File: src/rtl/hamming_enc_seq_pkg.sv
// Shared definitions for the sequential extended Hamming(16,11) encoder.
// Holds the ALU opcode mnemonics, the controller state enum and the parity
// mask constants. Masks are indexed by parity slot: 0=p8, 1=p4, 2=p2, 3=p1.
package hamming_enc_seq_pkg;

  typedef enum logic [1:0] {
    OpAnd,
    OpXor,
    OpRxor
  } op_mne;

  typedef enum logic [2:0] {
    StIdle,
    StPar,
    StP0x,
    StP0r,
    StDone
  } state_e;

  // MH selects the covered bits of H = {d11..d5, 0}.
  localparam logic [3:0][7:0] MaskH = {8'hAA, 8'hCC, 8'hF0, 8'hFE};
  // ML selects the covered bits of L = {0000, d4, d3, d2, d1}.
  localparam logic [3:0][7:0] MaskL = {8'h0B, 8'h0D, 8'h0E, 8'h00};

endpackage

File: src/rtl/hamming_enc_seq_alu.sv
// Shared single ALU for the encoder datapath.
// Ports:
//   op_i   - operation mnemonic (AND, XOR, reduction-XOR of a_i)
//   a_i    - first operand
//   b_i    - second operand (ignored for reduction-XOR)
//   res_o  - combinational result; reduction-XOR returns the parity in bit 0
module hamming_enc_seq_alu
  import hamming_enc_seq_pkg::*;
#(
  parameter int unsigned W = 8
) (
  input  op_mne          op_i,
  input  logic [W-1:0]   a_i,
  input  logic [W-1:0]   b_i,
  output logic [W-1:0]   res_o
);

  always_comb begin
    res_o = '0;
    case (op_i)
      OpAnd:   res_o = a_i & b_i;
      OpXor:   res_o = a_i ^ b_i;
      OpRxor:  res_o = {{(W-1){1'b0}}, ^a_i};
      default: res_o = '0;
    endcase
  end

endmodule

File: src/rtl/hamming_enc_seq.sv
// Sequential extended Hamming(16,11) encoder built around one 8-bit ALU.
// Each parity p8, p4, p2, p1 takes four ALU cycles (mask high half, mask low
// half, combine, reduce), followed by one XOR and one reduce for the overall
// parity p0. A word takes 20 cycles including the IDLE cycle that accepts it.
// Ports:
//   Clk      - clock, all state on rising edge
//   Reset_n  - asynchronous active-low reset
//   Start    - encode request, sampled only in IDLE
//   DataIn   - message d11..d1 (DataIn[10]=d11, DataIn[0]=d1)
//   Busy     - high while an accepted word is being encoded
//   Done     - one-cycle pulse, CodeOut valid
//   CodeOut  - registered codeword {d11..d5,p8,d4,d3,d2,p4,d1,p2,p1,p0}
module hamming_enc_seq
  import hamming_enc_seq_pkg::*;
#(
  parameter int unsigned W = 8
) (
  input  logic        Clk,
  input  logic        Reset_n,
  input  logic        Start,
  input  logic [10:0] DataIn,
  output logic        Busy,
  output logic        Done,
  output logic [15:0] CodeOut
);

  state_e       state_q, state_d;
  logic [1:0]   step_q;
  logic [1:0]   idx_q;
  logic [W-1:0] h_q, l_q, t_q, u_q;
  logic [3:0]   par_q;    // [0]=p8 [1]=p4 [2]=p2 [3]=p1
  logic [15:0]  code_q;

  op_mne        alu_op;
  logic [W-1:0] alu_a, alu_b, alu_res;
  logic [W-1:0] msw, lsw;

  // H[0] is always zero, so inserting p8 there is pure wiring.
  assign msw = {h_q[W-1:1], par_q[0]};
  assign lsw = {l_q[3], l_q[2], l_q[1], par_q[1], l_q[0], par_q[2], par_q[3], 1'b0};

  // State register
  always_ff @(posedge Clk or negedge Reset_n) begin
    if (!Reset_n) begin
      state_q <= StIdle;
    end else begin
      state_q <= state_d;
    end
  end

  // Next-state logic
  always_comb begin
    state_d = state_q;
    case (state_q)
      StIdle:  if (Start) state_d = StPar;
      StPar:   if (step_q == 2'd3 && idx_q == 2'd3) state_d = StP0x;
      StP0x:   state_d = StP0r;
      StP0r:   state_d = StDone;
      StDone:  state_d = StIdle;
      default: state_d = StIdle;
    endcase
  end

  // Status outputs
  always_comb begin
    Busy = 1'b0;
    Done = 1'b0;
    case (state_q)
      StPar, StP0x, StP0r: Busy = 1'b1;
      StDone:              Done = 1'b1;
      default:             ;
    endcase
  end

  // ALU operand/opcode select, driven only from registered state
  always_comb begin
    alu_op = OpAnd;
    alu_a  = '0;
    alu_b  = '0;
    case (state_q)
      StPar: begin
        case (step_q)
          2'd0: begin
            alu_a = h_q;
            alu_b = MaskH[idx_q];
          end
          2'd1: begin
            alu_a = l_q;
            alu_b = MaskL[idx_q];
          end
          2'd2: begin
            alu_op = OpXor;
            alu_a  = t_q;
            alu_b  = u_q;
          end
          default: begin
            alu_op = OpRxor;
            alu_a  = t_q;
          end
        endcase
      end
      StP0x: begin
        alu_op = OpXor;
        alu_a  = msw;
        alu_b  = lsw;
      end
      StP0r: begin
        alu_op = OpRxor;
        alu_a  = t_q;
      end
      default: ;
    endcase
  end

  hamming_enc_seq_alu #(
    .W(W)
  ) u_alu (
    .op_i  (alu_op),
    .a_i   (alu_a),
    .b_i   (alu_b),
    .res_o (alu_res)
  );

  // Datapath registers
  always_ff @(posedge Clk or negedge Reset_n) begin
    if (!Reset_n) begin
      step_q <= '0;
      idx_q  <= '0;
      h_q    <= '0;
      l_q    <= '0;
      t_q    <= '0;
      u_q    <= '0;
      par_q  <= '0;
      code_q <= '0;
    end else begin
      case (state_q)
        StIdle: begin
          if (Start) begin
            h_q <= {DataIn[10:4], 1'b0};
            l_q <= {4'b0000, DataIn[3:0]};
          end
        end
        StPar: begin
          // Both counters wrap to zero on the last PAR cycle.
          step_q <= step_q + 2'd1;
          if (step_q == 2'd3) idx_q <= idx_q + 2'd1;
          case (step_q)
            2'd1:    u_q <= alu_res;
            2'd3:    par_q[idx_q] <= alu_res[0];
            default: t_q <= alu_res;
          endcase
        end
        StP0x: t_q <= alu_res;
        // Load on entry to DONE so CodeOut is already valid while Done is high.
        StP0r: code_q <= {msw, lsw[7:1], alu_res[0]};
        default: ;
      endcase
    end
  end

  assign CodeOut = code_q;

endmodule

File: config.mk
export PLATFORM = sky130hd
export DESIGN_NAME = hamming_enc_seq
export DESIGN_NICKNAME = d
export VERILOG_FILES = /design/src/rtl/hamming_enc_seq_pkg.sv /design/src/rtl/hamming_enc_seq_alu.sv /design/src/rtl/hamming_enc_seq.sv
export SDC_FILE = /design/constraint.sdc
export NUM_CORES = 1
export LEC_CHECK = 0
export BUFFER_PORTS_ARGS = -buffer_cell sky130_fd_sc_hd__buf_2
export CAP_MARGIN = 30
export CORE_MARGIN = 5
export CORE_UTILIZATION = 55
export CTS_BUF_LIST = sky130_fd_sc_hd__clkbuf_8
export DETAILED_ROUTE_END_ITERATION = 10
export PLACE_DENSITY = 0.73
export SKIP_LAST_GASP = 1
export SYNTH_ARGS = -nofsm -noshare
export SYNTH_HDL_FRONTEND = slang
export SYNTH_SLANG_ARGS = --single-unit
File: constraint.sdc
create_clock -name Clk -period 3.2 [get_ports Clk]
set_input_delay 0.16 -clock Clk [delete_from_list [all_inputs] [get_ports Clk]]
set_output_delay 0.16 -clock Clk [all_outputs]
set_load 0.005 [all_outputs]
==> out/summary.md, run 1 <==
* result of the run: finished clean
* remaining design rule violation count: 0
* Area Overhead vs Synth: 13.0%
* hold depth: 2
* ys flop type: sky130_fd_sc_hd__dfrtp_1
* global-route wire length before repair: 10,500 um
* Die ar.: 6950 um^2
* Detail Placement HPWL: 4730 um
* Post-Syn Instances: 265
* actual transition at the worst max-transition pin: 758 ps
* maximum number of pins on one net before global-route repair: 34
* layout filler cell count: 407
* relative slew slack: 49.3%
* RSZ-0062 raised after global routing: no
* cell area reported after detailed placement: 3230 um^2
* global placer's final weighted congestion: 0.912
* commonest cells in the netlist: sky130_fd_sc_hd__dfrtp_1, sky130_fd_sc_hd__mux2_2, sky130_fd_sc_hd__nand2_1, sky130_fd_sc_hd__ha_1, sky130_fd_sc_hd__nor2_1
* Post-CTS Repair Setup Buffers: 0
* number of vias per cell after detailed routing: 5.78
* largest buffer count on any clock path: 2
* CP Class: reg -> reg
* GRT Util Overall: 18.8%
* Warnings, synthesis: 0
* Critical Path End Type: flip-flop
* critical path arrival: 3270 ps
* Lkg Pwr: 1.64 nW
* cell area power density: 1080 nW/um^2
* wire length per cell: 17.1 um
* via count of the first global-routing pass: 2,067
* Peak VDD IR: 0.582 mV
* post-CTS clock slew at the launch and capture registers of the worst setup and hold paths: 90 ps
* vias: 2,155
* area of the multi-input gates: 1530 um^2
* Design Area, Final: 3350 um^2
* remaining antenna violation count after routing: 0
* type of element launching the critical path: flip-flop
* count of input and output buffers: 31
* # rows: 26
* clock skew: 6.42 ps
* sinks on the clock net: 54
* post-route setup TNS: 0 ps
* Layout Utilization: 64.7%
* TritonCTS clock tree: done
* required time worst endpoint: 3450 ps
* main area contributors after synthesis: sky130_fd_sc_hd__dfrtp_1, sky130_fd_sc_hd__mux2_2, sky130_fd_sc_hd__ha_1, sky130_fd_sc_hd__nand2_1, sky130_fd_sc_hd__mux2i_1
* Initial Utilization: 57.3%
* initial DRC count: 183
* final max-slew violation count: 0
* worst reg2reg setup slack: 180 ps
* ys async rst share: 100%
* die span in x: 83.4 um
* count of flip-flops with a built-in enable after synthesis: 0
* worst reg-to-reg path cell count: 9
* worst-skew pair later-pin latency: 310 ps
* final layout net count: 336
* Post-Synthesis Mean Instance Area: 11.2 um^2
* number of endpoints with negative hold slack in the final report: 0
* overall power of the completed layout: 3.60 mW
* count of state elements after synthesis: 54
* period utilization: 94.3%
* Floorplan Core Area: 5170 um^2
* top cell type's share of synthesized area: 45.6%
* achievable clock frequency: 0.331 GHz
* H-tree Lvls: 2
* fraction of layout cells with a size suffix above 1: 29.0%
* Distinct cells, synth: 39
* cell at the root of the clock tree: sky130_fd_sc_hd__clkbuf_8
* number of ports placed on the die boundary: 32
* Detailed Route WL: 6360 um
* min cycle time layout: 3020 ps
* fraction of the yosys area taken by sequential cells: 45.6%
* die height: 83.4 um
* area used by sequential logic in the layout: 1350 um^2
* global route overflow: 0
* most numerous cell in the Yosys netlist: sky130_fd_sc_hd__dfrtp_1
* 1st-pass router iterations: 6
* class of the worst hold path: in -> reg
* post-synthesis instance area: 2960 um^2
* biggest area consumer among synthesized cells: sky130_fd_sc_hd__dfrtp_1
* number of antenna cells inserted: 0
* Post-Syn Nets: 299
* Final setup viols: 0
* initial antenna violation count: 0
* number of max-capacitance violations reported: 0
* highest fanout seen on the critical path: 10
* Inserted Clock Buffers: 5
routing by layer:
metal / GRT usage [%] / vias up / routed length (um)
met5: 0 / - / 0
met4: 5.05 / 0 / 69
met3: 4.26 / 6 / 386
li1: - / 1018 / -
met1: 26.5 / 1049 / 2920
met2: 29.2 / 82 / 2990
registers in the layout (all words and copies together), names as in the netlist:
register / count
par_q: 4
l_q: 4
CodeOut: 16
u_q: 8
idx_q: 2
t_q: 8
state_q: 3
step_q: 2
h_q: 7
timing repair:
item | in CTS | in global routing
endpoints found under the setup margin | 0 | 6
gates resized for setup | 0 | 3
hold buffers | 1 | 0
endpoints found under the hold margin | 32 | 0
power breakdown:
part,total (mW),internal [mW],switching (mW)
Clock,0.392,0.176,0.217
Combinational,1.96,0.928,1.03
Sequential,1.25,0.982,0.269
path summary, 6_finish.rpt:
check	from	end
max	step_q[1]	par_q[0]
min in group asynchronous	Reset_n	CodeOut[4]
min reg2reg	u_q[6]	u_q[6]
max in group asynchronous	Reset_n	t_q[7]
max reg2reg	step_q[1]	par_q[0]
min	DataIn[10]	h_q[7]
worst max-delay path: stages (launching register included):
cell and delay (ps):
sky130_fd_sc_hd__dfrtp_1 430, sky130_fd_sc_hd__inv_1 150, sky130_fd_sc_hd__ha_2 290, sky130_fd_sc_hd__nor2_2 70
sky130_fd_sc_hd__o21a_2 270, sky130_fd_sc_hd__a221o_1 360, sky130_fd_sc_hd__xnor3_1 370, sky130_fd_sc_hd__xnor3_1 440
sky130_fd_sc_hd__a221oi_4 390, sky130_fd_sc_hd__mux2_1 190
logic make-up after synthesis:
group / count (synthesis) / share of synthesized area (%)
simple gates: 63 / 10.1
flops: 54 / 45.6
compound gates: 51 / 12.1
mux: 47 / 17.5
buf+inv: 24 / 3.55
fa+ha+maj: 20 / 8.45
xor+xnor: 6 / 2.70
area by class of cell:
cell class,instances,share of cell area [%]
Multi-Input combinational cell,187,45.6
Sequential cell,54,40.4
Timing Repair Buffer,42,7.18
Tap cell,70,2.62
Clock buffer,6,2.47
Inverter,12,1.35
Clock inverter,2,0.374
metrics by stage:
stage / setup slack, ps / hold WS (ps) / cells
after floorplan: 381 / -136 / 265
after global placement: 199 / 242 / 364
after detailed placement: 60.3 / 245 / 364
after CTS: 21.9 / 65.8 / 373
after global routing: 11.7 / 53.8 / 373
final: 183 / 75.1 / 373
cells in the final DEF, fill, tap and decap left out, types with 4 or more instances in the layout:
master	n
sky130_fd_sc_hd__a21oi_1	9
sky130_fd_sc_hd__nand2_1	26
sky130_fd_sc_hd__mux2i_1	8
sky130_fd_sc_hd__o31ai_1	7
sky130_fd_sc_hd__o21ai_0	11
sky130_fd_sc_hd__nand3_1	4
sky130_fd_sc_hd__mux2_1	6
sky130_fd_sc_hd__mux2_2	33
sky130_fd_sc_hd__buf_2	31
sky130_fd_sc_hd__nand2b_1	5
sky130_fd_sc_hd__dfrtp_1	54
sky130_fd_sc_hd__clkbuf_8	6
sky130_fd_sc_hd__buf_4	10
sky130_fd_sc_hd__a22oi_1	4
sky130_fd_sc_hd__a22o_1	4
sky130_fd_sc_hd__inv_1	13
sky130_fd_sc_hd__nor2_1	14
sky130_fd_sc_hd__ha_1	19
Power figures use the tool's default switching activity.
==> inputs of run 2 (changes only) <==
- CORE_UTILIZATION: 55 -> 47
- PLACE_DENSITY: 0.73 -> 0.64
- clock period: 3.2 -> 2.85 ns (I/O delays scaled with it)
==> run 2 against run 1 <==
Compared with the run above:
- sequential power increased by 12%
- cell count rose by 7.0%
- largest cell class unchanged
- die area rose by 15%
- clock power increased by 33%
- cell area rose by 6.3%
==> out/summary.md, run 2 (synthesized netlist as in run 1, its figures left out) <==
* Initial Utilization: 47.5%
* origin of the critical flop-to-flop path: step_q[0]
* maximum number of pins on one net before global-route repair: 26
* number of endpoints with negative hold slack in the final report: 0
* cell area reported after detailed placement: 3380 um^2
* H-tree Lvls: 2
* largest buffer count on any clock path: 2
* Floorplan Core Area: 6240 um^2
* number of max-capacitance violations reported: 0
* overall power of the completed layout: 4.33 mW
* worst-skew pair later-pin latency: 310 ps
* critical path arrival: 2990 ps
* RSZ-0062 raised after global routing: no
* reg2reg end: t_q[0]
* post-route setup TNS: 0 ps
* highest fanout seen on the critical path: 6
* result of the run: finished clean
* area of the multi-input gates: 1550 um^2
* Peak VDD IR: 0.635 mV
* 1st-pass router iterations: 6
* type of element launching the critical path: flip-flop
* min cycle time layout: 2730 ps
* Inserted Clock Buffers: 5
* required time worst endpoint: 3110 ps
* number of ports placed on the die boundary: 32
* die span in x: 89.4 um
* cell at the root of the clock tree: sky130_fd_sc_hd__clkbuf_8
* Lkg Pwr: 1.76 nW
* Layout Utilization: 57.0%
* die height: 89.4 um
* Die ar.: 7990 um^2
* remaining antenna violation count after routing: 0
* period utilization: 95.7%
* hold depth: 2
* max reg flops: 16
* sinks on the clock net: 54
* area used by sequential logic in the layout: 1350 um^2
* final layout net count: 355
* initial DRC count: 142
* GRT Util Overall: 18.7%
* global route overflow: 0
* CP Class: reg -> reg
* worst reg2reg setup slack: 120 ps
* Detailed Route WL: 6720 um
* achievable clock frequency: 0.367 GHz
* wire length per cell: 16.8 um
* # rows: 29
* most common cell after layout, fill and taps aside: sky130_fd_sc_hd__dfrtp_1
* Detail Placement HPWL: 5080 um
* global placer's final weighted congestion: 0.868
* post-CTS clock slew at the launch and capture registers of the worst setup and hold paths: 100 ps
* via count of the first global-routing pass: 2,259
* Area Overhead vs Synth: 20.1%
* vias: 2,202
* Critical Path End Type: flip-flop
* Design Area, Final: 3560 um^2
* class of the worst hold path: in -> reg
* layout filler cell count: 533
* worst reg-to-reg path cell count: 12
* initial antenna violation count: 0
* timing endpoint of the critical path: t_q[0]
* number of vias per cell after detailed routing: 5.52
* fraction of layout cells with a size suffix above 1: 35.7%
* cell area power density: 1220 nW/um^2
* commonest cells after routing, fill and taps aside: sky130_fd_sc_hd__dfrtp_1, sky130_fd_sc_hd__mux2_2, sky130_fd_sc_hd__buf_2, sky130_fd_sc_hd__buf_4, sky130_fd_sc_hd__nand2_1
* final max-slew violation count: 0
* global-route wire length before repair: 11,400 um
* number of antenna cells inserted: 0
* clock skew: 7.10 ps
* remaining design rule violation count: 0
* Post-Route Hold Slack: 52.7 ps
* count of input and output buffers: 31
* Setup crit start: step_q[0]
* Final setup viols: 0
* relative slew slack: 46.4%
* actual transition at the worst max-transition pin: 802 ps
* TritonCTS clock tree: done
==> run 2: per-stage QoR <==
step,setup slack [ps],std cells
after detailed placement,48.4,388
after floorplan,31.0,265
after CTS,11.3,397
final,122,399
after global routing,1.92,399
after global placement,117,387
==> run 2: worst min path at each step <==
stage                 endpoint      start
floorplan           CodeOut[0]    Reset_n
global placement        l_q[1]  DataIn[1]
detailed placement  CodeOut[8]    Reset_n
CTS                     l_q[0]  DataIn[0]
global route            h_q[3]  DataIn[6]
finish                  l_q[0]  DataIn[0]
==> run 2: routing by layer <==
metal | vias to the layer above | track usage [%] | wire length (um)
li1 | 1056 | - | -
met2 | 53 | 30.3 | 3250
met3 | 8 | 3.59 | 294
met1 | 1085 | 25.3 | 3090
met5 | - | 0 | 0
met4 | 0 | 5.82 | 77
==> run 2: timing repair <==
item / CTS / global route
hold buffers: 1 / 0
hold endpoints to repair: 24 / 0
resized for setup: 0 / 10
setup endpoints to repair: 0 / 6
setup buffers: 0 / 2
==> run 2: final cells by class <==
class	instances	area share, %
Multi-Input combinational cell	187	43.5
Clock buffer	5	1.93
Sequential cell	54	38.0
Inverter	12	1.27
Tap cell	77	2.71
Clock inverter	3	1.23
Timing Repair Buffer	61	11.3
==> run 2: critical path, cell delays in order (launching register included) <==
cell	delay, ps
sky130_fd_sc_hd__dfrtp_1	420
sky130_fd_sc_hd__inv_1	100
sky130_fd_sc_hd__ha_2	190
sky130_fd_sc_hd__nor2_2	50
sky130_fd_sc_hd__o21a_2	240
sky130_fd_sc_hd__buf_4	160
sky130_fd_sc_hd__buf_4	140
sky130_fd_sc_hd__a22o_4	270
sky130_fd_sc_hd__xnor2_2	160
sky130_fd_sc_hd__xnor3_2	390
sky130_fd_sc_hd__a221oi_2	260
sky130_fd_sc_hd__buf_4	170
sky130_fd_sc_hd__mux2_1	130
==> run 2: power breakdown <==
group | internal, mW | total [mW] | leakage [nW] | switching [mW]
clock | 0.264 | 0.523 | 0.0585 | 0.259
combinational | 1.21 | 2.41 | 1.01 | 1.20
sequential | 1.10 | 1.40 | 0.696 | 0.297
total | 2.58 | 4.33 | 1.76 | 1.75
==> inputs of run 3 (changes only) <==
- RECOVER_POWER: not set -> 100
==> run 3 against run 2 <==
Compared with the run above:
- non-clock buffer count stayed put
- sequential share of layout area grew 0.53 points
- worst setup slack better by 6.4 ps
- routed wire length grew 0.64%
- critical path type unchanged
==> out/summary.md, run 3 (synthesized netlist as in run 1, its figures left out) <==
* actual transition at the worst max-transition pin: 1320 ps
* Die ar.: 7990 um^2
* number of endpoints with negative hold slack in the final report: 0
* worst reg-to-reg path cell count: 12
* library cell contributing the largest single delay on the critical path: sky130_fd_sc_hd__dfrtp_1
* H-tree Lvls: 2
* Final setup viols: 0
* cell at the root of the clock tree: sky130_fd_sc_hd__clkbuf_8
* CP Depth: 12
* die span in x: 89.4 um
* global route overflow: 0
* Design Area, Final: 3510 um^2
* commonest cells after routing, fill and taps aside: sky130_fd_sc_hd__dfrtp_1, sky130_fd_sc_hd__mux2_2, sky130_fd_sc_hd__nand2_1, sky130_fd_sc_hd__buf_2, sky130_fd_sc_hd__buf_4
* worst reg2reg setup slack: 130 ps
* result of the run: finished clean
* sinks on the clock net: 54
* initial DRC count: 152
* number of ports placed on the die boundary: 32
* Top Family by Delay on Critical Path: compound AO/OA/AOI/OAI gates
* maximum number of pins on one net before global-route repair: 26
* CP Class: reg -> reg
* reg2reg end: t_q[0]
* Setup crit start: step_q[0]
* Initial Utilization: 47.5%
* cell area reported after detailed placement: 3380 um^2
* cell area power density: 1230 nW/um^2
* total buffers and inverters traversed by the critical path: 4
* fraction of layout cells with a size suffix above 1: 31.4%
* number of cells in the finished layout apart from fillers: 399
* most frequent CP cell: sky130_fd_sc_hd__buf_4
* Top Usage Layer GRT: met2
* count of input and output buffers: 31
* via count of the first global-routing pass: 2,259
* Detailed Route WL: 6760 um
* origin of the critical flop-to-flop path: step_q[0]
* global placer's final weighted congestion: 0.868
* wire length per cell: 16.9 um
* die height: 89.4 um
* number of max-capacitance violations reported: 0
* final max-slew violation count: 0
* class of the worst hold path: in -> reg
* global-route wire length before repair: 11,400 um
* TritonCTS clock tree: done
* Detail Placement HPWL: 5080 um
* worst-skew pair later-pin latency: 310 ps
* global-route track usage on met1: 25.3%
* largest buffer count on any clock path: 2
* Floorplan Core Area: 6240 um^2
* number of antenna cells inserted: 0
* global-route track usage on met3: 3.59%
* Setup Slack @ Placement: 48.4 ps
* min cycle time layout: 2720 ps
* vias: 2,165
* setup ws final: 129 ps
* remaining antenna violation count after routing: 0
* post-CTS clock slew at the launch and capture registers of the worst setup and hold paths: 100 ps
* initial antenna violation count: 0
* type of element launching the critical path: flip-flop
* period utilization: 95.5%
* Lkg Pwr: 1.72 nW
* Inserted Clock Buffers: 5
* # rows: 29
* Peak VDD IR: 0.630 mV
* Critical Path End Type: flip-flop
* clock skew: 7.58 ps
* relative slew slack: 11.7%
* post-route setup TNS: 0 ps
* worst-path cell chain: inv_1 > ha_2 > nor2_2 > o21a_2 > buf_4 > clkbuf_2 > a22o_4 > xnor2_2 > xnor3_2 > a221oi_2 > buf_4 > mux2_1
* met2 capacity usage during global routing: 30.3%
* slowest cell delay on critical path: 420 ps
* required time worst endpoint: 3110 ps
* GRT Util Overall: 18.7%
* 1st-pass router iterations: 4
* number of vias per cell after detailed routing: 5.43
* timing endpoint of the critical path: t_q[0]
* most common cell after layout, fill and taps aside: sky130_fd_sc_hd__dfrtp_1
* max reg flops: 16
* hold path startpoint: DataIn[0]
* Area Overhead vs Synth: 18.5%
* RSZ-0062 raised after global routing: no
* remaining design rule violation count: 0
* critical path arrival: 2980 ps
* total placed cells including tap cells: 388
* achievable clock frequency: 0.367 GHz
* final layout net count: 355
* highest fanout seen on the critical path: 6
-- run 3: cell types whose count changed in the layout (fill, tap and decap cells not counted) --
cell                             previous run  this run
sky130_fd_sc_hd__buf_4                     28        21
sky130_fd_sc_hd__dlymetal6s2s_1             0         1
sky130_fd_sc_hd__clkbuf_4                   0         2
sky130_fd_sc_hd__buf_16                     1         0
sky130_fd_sc_hd__clkbuf_1                   0        12
sky130_fd_sc_hd__nor4b_2                    1         0
sky130_fd_sc_hd__and2_0                     0         1
sky130_fd_sc_hd__clkbuf_2                   0         1
sky130_fd_sc_hd__buf_2                     31        23
sky130_fd_sc_hd__nor4b_1                    0         1
sky130_fd_sc_hd__and2_1                     1         0
-- run 3: timing repair --
item	CTS	global route
resized for setup	0	10
setup buffers	0	2
hold endpoints to repair	24	0
hold buffers	1	0
endpoints found under the setup margin	0	6
-- run 3: worst min path at each step --
| stage | slack, ps | depth (start not counted) | endpoint |
|---|---|---|---|
| global route | 40 | 2 | h_q[3] |
| detailed placement | 200 | 1 | CodeOut[8] |
| global placement | 370 | 2 | l_q[1] |
| finish | 50 | 2 | l_q[0] |
| CTS | 50 | 2 | l_q[0] |
| floorplan | -150 | 0 | CodeOut[0] |
-- run 3: metal layers --
metal  share of wire, %  vias up
li1                   -     1056
met1                 47     1056
met2                 48       47
met3                4.0        6
met4                1.1        0
met5                  0        -
-- run 3: layout make-up --
class / count / area [um^2]
inverter: 12 / 45.0
fill: 547 / 2730
tap: 77 / 96.3
timing repair buffer: 61 / 360
clock buffer: 5 / 68.8
sequential: 54 / 1350
clock inverter: 3 / 43.8
multi-input combinational: 187 / 1540
-- run 3: metrics by stage --
step	hold WS, ps	total power [mW]	utilization (%)
final	53.4	4.30	56.2
after global routing	41.4	4.64	56.2
after CTS	45.6	4.28	56.2
after detailed placement	197	3.74	54.2
after global placement	375	3.67	53.7
after floorplan	-153	2.89	-
-- run 3: where the power goes --
group / internal [mW] / total [mW] / leakage [nW] / switching, mW
combinational: 1.17 / 2.38 / 0.964 / 1.20
clock: 0.264 / 0.522 / 0.0585 / 0.259
sequential: 1.10 / 1.40 / 0.696 / 0.298
